<file path="src/rtl/stopwatch_pkg.sv">
// Shared types and helpers for the stopwatch run-control stage.
package stopwatch_pkg;

  typedef enum logic [1:0] {
    SW_IDLE   = 2'b00,
    SW_RUN    = 2'b01,
    SW_PAUSED = 2'b10
  } sw_state_t;

  // Bits needed to hold counts 0..n-1, never less than one bit.
  function automatic int cnt_width(input int n);
    return (n <= 2) ? 1 : $clog2(n);
  endfunction

endpackage

</file>
<file path="src/rtl/stopwatch_control_button_conditioner.sv">
// Button conditioner: 2-FF synchronizer, optional debounce filter
// (enabled by STOPWATCH_DEBOUNCE_EN), then a rising-edge detector.
module button_conditioner
  import stopwatch_pkg::*;
#(
  parameter int DEBOUNCE_CYC = 1_000_000
) (
  input  logic clk_i,
  input  logic rst_ni,
  input  logic btn_i,
  output logic press_o
);

  if (DEBOUNCE_CYC < 1) begin : g_bad_debounce
    $error("DEBOUNCE_CYC must be >= 1");
  end

  logic sync1_q;
  logic sync2_q;
  logic prev_q;
  logic level;

  always_ff @(posedge clk_i or negedge rst_ni) begin
    if (!rst_ni) begin
      sync1_q <= 1'b0;
      sync2_q <= 1'b0;
    end else begin
      sync1_q <= btn_i;
      sync2_q <= sync1_q;
    end
  end

`ifdef STOPWATCH_DEBOUNCE_EN
  localparam int DbW = cnt_width(DEBOUNCE_CYC);
  localparam logic [DbW-1:0] DbLast = DbW'(DEBOUNCE_CYC - 1);

  logic           filt_q;
  logic           filt_d;
  logic [DbW-1:0] db_q;
  logic [DbW-1:0] db_d;

  // Any cycle where the synced level agrees with the filter restarts the count.
  always_comb begin
    filt_d = filt_q;
    db_d   = '0;
    if (sync2_q != filt_q) begin
      if (db_q == DbLast) begin
        filt_d = sync2_q;
      end else begin
        db_d = db_q + 1'b1;
      end
    end
  end

  always_ff @(posedge clk_i or negedge rst_ni) begin
    if (!rst_ni) begin
      filt_q <= 1'b0;
      db_q   <= '0;
    end else begin
      filt_q <= filt_d;
      db_q   <= db_d;
    end
  end

  assign level = filt_q;
`else
  assign level = sync2_q;
`endif

  always_ff @(posedge clk_i or negedge rst_ni) begin
    if (!rst_ni) begin
      prev_q <= 1'b0;
    end else begin
      prev_q <= level;
    end
  end

  assign press_o = level & ~prev_q;

endmodule

</file>
<file path="src/rtl/stopwatch_control.sv">
// Stopwatch run control: IDLE/RUN/PAUSED FSM, tick prescaler and clear pulse.
// Optional button debounce is selected with STOPWATCH_DEBOUNCE_EN.
module stopwatch_control
  import stopwatch_pkg::*;
#(
  parameter int TICK_DIV     = 50_000_000,
  parameter int DEBOUNCE_CYC = 1_000_000
) (
  input  logic clk,
  input  logic rst,
  input  logic start,
  input  logic pause,
  output logic tick,
  output logic clear,
  output logic running,
  output logic paused
);

  if (TICK_DIV < 2) begin : g_bad_tick_div
    $error("TICK_DIV must be >= 2");
  end

  localparam int CntW = cnt_width(TICK_DIV);
  localparam logic [CntW-1:0] CntLast = CntW'(TICK_DIV - 1);

  logic            start_evt;
  logic            pause_evt;
  sw_state_t       state_q;
  logic [CntW-1:0] cnt_q;
  logic            tick_q;
  logic            clear_q;
  logic            running_q;
  logic            paused_q;

  button_conditioner #(
    .DEBOUNCE_CYC(DEBOUNCE_CYC)
  ) u_start_cond (
    .clk_i  (clk),
    .rst_ni (rst),
    .btn_i  (start),
    .press_o(start_evt)
  );

  button_conditioner #(
    .DEBOUNCE_CYC(DEBOUNCE_CYC)
  ) u_pause_cond (
    .clk_i  (clk),
    .rst_ni (rst),
    .btn_i  (pause),
    .press_o(pause_evt)
  );

  // Tick decodes the current state, so a pause landing on the terminal count keeps its tick.
  always_ff @(posedge clk or negedge rst) begin
    if (!rst) begin
      state_q   <= SW_IDLE;
      cnt_q     <= '0;
      tick_q    <= 1'b0;
      clear_q   <= 1'b0;
      running_q <= 1'b0;
      paused_q  <= 1'b0;
    end else begin
      tick_q  <= (state_q == SW_RUN) && (cnt_q == CntLast);
      clear_q <= 1'b0;
      unique case (state_q)
        SW_IDLE: begin
          cnt_q <= '0;
          if (start_evt && !pause_evt) begin
            state_q   <= SW_RUN;
            running_q <= 1'b1;
          end
        end
        SW_RUN: begin
          cnt_q <= (cnt_q == CntLast) ? '0 : cnt_q + 1'b1;
          if (pause_evt) begin
            state_q   <= SW_PAUSED;
            running_q <= 1'b0;
            paused_q  <= 1'b1;
          end
        end
        SW_PAUSED: begin
          if (pause_evt) begin
            state_q  <= SW_IDLE;
            cnt_q    <= '0;
            clear_q  <= 1'b1;
            paused_q <= 1'b0;
          end else if (start_evt) begin
            state_q   <= SW_RUN;
            running_q <= 1'b1;
            paused_q  <= 1'b0;
          end
        end
        default: begin
          state_q   <= SW_IDLE;
          cnt_q     <= '0;
          running_q <= 1'b0;
          paused_q  <= 1'b0;
        end
      endcase
    end
  end

  assign tick    = tick_q;
  assign clear   = clear_q;
  assign running = running_q;
  assign paused  = paused_q;

endmodule

</file>
<file path="config.mk">
export PLATFORM = sky130hd
export DESIGN_NAME = stopwatch_control
export DESIGN_NICKNAME = d
export VERILOG_FILES = /design/src/rtl/stopwatch_pkg.sv /design/src/rtl/stopwatch_control_button_conditioner.sv /design/src/rtl/stopwatch_control.sv
export SDC_FILE = /design/constraint.sdc
export NUM_CORES = 1
export LEC_CHECK = 0
export ABC_AREA = 1
export CORE_ASPECT_RATIO = 2
export CORE_UTILIZATION = 45
export CTS_CLUSTER_DIAMETER = 80
export CTS_CLUSTER_SIZE = 10
export DETAILED_ROUTE_END_ITERATION = 16
export GPL_ROUTABILITY_DRIVEN = 0
export MAX_ROUTING_LAYER = met4
export PLACE_DENSITY = 0.59
export SYNTH_ARGS = -nofsm -noshare
export SYNTH_HDL_FRONTEND = slang
export SYNTH_SLANG_ARGS = --single-unit
</file>
<file path="constraint.sdc">
create_clock -name clk -period 1.8 [get_ports clk]
set_input_delay 0.36 -clock clk [delete_from_list [all_inputs] [get_ports clk]]
set_output_delay 0.36 -clock clk [all_outputs]
set_load 0.01 [all_outputs]
</file>
==> results.md <==
- Worst setup SP type: flop
- Synth warn: 0
- Tot Pwr: 2.12 mW
- Peak VDD IR: 0.757 mV
- DRT Pass-1 Iters: 5
- Die area: 5150 sq um
- Multi-input gate area: 1090 sq um
- Initial DRC count: 57
- CTS Sinks: 38
- Netlist cell types: 27
- Sequential fraction of the synthesis area: 0.436
- Detailed-route via count: 1970
- Run status: finished clean
- Clk slew on worst S/H paths: 0.08 ns
- FILL cells: 503
- Max FO, Critical Path: 5
- RSZ-0062 raised after global routing: no
- Cts hold-fix bufs: 0
- Final setup vio count: 0
- IO Port Bufs: 7
- Yosys reg bits: 38
- Chip Height: 100 microns
- Core area: 4640 sq um
- Max reg flops: 26
- Routed Antenna Nets: 0
- Final setup TNS: 0 ns
- Residual DRC: 0
- Storage element area: 951 sq um
- Tightest Hold Check Type: input port to async pin
- H-tree levels: 2
- Synth Net Count: 311
- Largest register by flop count: cnt_q
- Top flop regs: cnt_q: 26 flops, state_q: 2 flops
- Initial antenna violation count: 0
- Mean number of vias per cell: 5.16
- Width of the chip: 51.2 microns
- Global-route wire length before repair: 9.51 mm
- Row count: 35
- Rel. slew slack: 0.754
- Routed WL: 5.57 mm
- P&R area growth vs syn: 15.5%
- Number of buffers created by CTS: 5
- Min Tclk post-route: 1.62 ns
- Clk buf depth: 2
- Later-pin clock latency in the skew report: 0.29 ns
- Worst EP arrival: 1.79 ns
- Fin nets: 331
- Final Hold Fails: 0
- Total track usage: 0.257
- Slew @ Worst Pin: 0.369 ns
- Pins Over Slew Limit: 0
- Vias in the first global route: 2026
- Max-cap viol count: 0
- Clock skew: 0.00830 ns
- Cell Pwr Density: 840 nW/um^2
- Total congestion overflow: 0
- Initial Util: 0.470
- Post-CTS sizing: 0
- Root buffer cell: clkbuf_8
- I/O pins: 8
- Avg Inst Size Synth: 7.13 sq um
- Cell area after synthesis: 2180 sq um
- Crit path capture type: flop
- Post-DP HPWL: 4.30 mm
- Largest net degree at the start of global routing: 39
- Final period utilization: 0.899
- Post-Synthesis Cells: 306
- Wirelength per Cell: 14.6 microns
- Worst path required time: 1.97 ns
- P_leak: 1.04 nW
- TritonCTS clock tree: yes
- Post-CTS Setup Bufs: 0
- # diodes: 0
- Share of post-route cells with drive strength above 1: 0.110
- Fmax: 618 MHz
- Crit path kind: flop to flop
## synthesized netlist by cell type, drive strengths merged
cell type | n | area share
nand2 | 104 | 0.18
nor2 | 55 | 0.11
dfrtp | 38 | 0.44
inv | 32 | 0.055
nand3 | 18 | 0.044
o21ai | 18 | 0.041
o21bai | 8 | 0.028
nand4 | 6 | 0.017
a21oi | 5 | 0.011
xor2 | 5 | 0.020
buf | 3 | 0.0097
xnor2 | 3 | 0.012
and2 | 2 | 0.0057
nand3b | 2 | 0.0069
o22ai | 2 | 0.0057
and2b | 1 | 0.0034
clkbuf | 1 | 0.0017
ha | 1 | 0.0057
nor3 | 1 | 0.0023
or2 | 1 | 0.0029
## cells by family after synthesis
| kind of cell | synth area share |
|---|---|
| compound gates | 0.0860 |
| flops | 0.436 |
| xor+xnor | 0.0321 |
| fa+ha+maj | 0.00573 |
| simple gates | 0.374 |
| buf+inv | 0.0665 |
## where the power goes
group          switching, mW  total [mW]  internal [mW]
combinational          0.187       0.293          0.107
sequential            0.0367       0.942          0.905
clock                  0.325       0.881          0.556
total                  0.549        2.12           1.57
## layer usage
layer / vias to the layer above / global-route usage / share of wire
met5: - / - / 0
met4: 0 / 0.127 / 0.038
met3: 18 / 0.0302 / 0.023
met2: 39 / 0.454 / 0.54
met1: 910 / 0.275 / 0.40
li1: 1003 / - / -
## through the flow
| stage | utilization | std cells | hold slack [ns] | setup WS (ns) | area (sq um) |
|---|---|---|---|---|---|
| after detailed placement | 0.512 | 374 | 0.342 | 0.161 | 2380 |
| after global placement | 0.512 | 374 | 0.336 | 0.195 | 2380 |
| after global routing | 0.543 | 382 | 0.0276 | 0.0194 | 2520 |
| final | 0.543 | 382 | 0.0133 | 0.182 | 2520 |
| after floorplan | - | 306 | 0.0644 | 0.413 | 2180 |
| after CTS | 0.542 | 382 | 0.0239 | 0.148 | 2520 |
## critical path, stage by stage, from the launching register on
cell     delay, ns
dfrtp_1       0.42
ha_1          0.21
nand3_1       0.16
nor2_2        0.25
nand2_1       0.14
nor2_1        0.12
nand2_1       0.06
nand3_1       0.07
o21ai_1       0.06
## area by class of cell
| cell class | instances | share of cell area |
|---|---|---|
| sequential | 38 | 0.377 |
| inverter | 32 | 0.0476 |
| clock buffer | 5 | 0.0273 |
| timing repair buffer | 17 | 0.0605 |
| clock inverter | 3 | 0.0273 |
| multi-input combinational | 232 | 0.433 |
| tap | 55 | 0.0273 |
## placed cells by master (no fill, tap or decap)
cell / instances
nor3_1: 1
and2_1: 2
ha_1: 1
o21ai_0: 8
inv_1: 27
nor2_4: 3
clkdlybuf4s50_1: 6
xnor2_1: 3
nand2_4: 1
clkinv_4: 1
nor2_2: 4
or2_2: 1
buf_12: 1
nand3_2: 1
bufinv_16: 2
nand3b_1: 2
nand2_1: 101
xor2_1: 5
inv_2: 5
o21bai_1: 8
dfrtp_1: 38
clkbuf_8: 5
and2b_1: 1
nand3_1: 17
a21oi_1: 5
o22ai_1: 2
nand4_1: 6
buf_2: 1
o21ai_1: 10
nor2_1: 48
buf_4: 9
nand2_2: 2
## final timing paths
| path | from | to | slack (ns) | depth (start not counted) |
|---|---|---|---|---|
| max in group asynchronous | rst | cnt_q[18]$_DFFE_PN0N_ | 1.58 | 2 |
| min in group clk | u_start_cond.sync1_q$_DFF_PN0_ | u_start_cond.level$_DFF_PN0_ | 0.36 | 0 |
| max reg2reg | cnt_q[0]$_DFFE_PN0N_ | cnt_q[18]$_DFFE_PN0N_ | 0.18 | 8 |
| min reg2reg | u_start_cond.sync1_q$_DFF_PN0_ | u_start_cond.level$_DFF_PN0_ | 0.36 | 0 |
| min | rst | u_start_cond.level$_DFF_PN0_ | 0.01 | 2 |
| max | cnt_q[0]$_DFFE_PN0N_ | cnt_q[18]$_DFFE_PN0N_ | 0.18 | 8 |
Power figures use the tool's default switching activity.
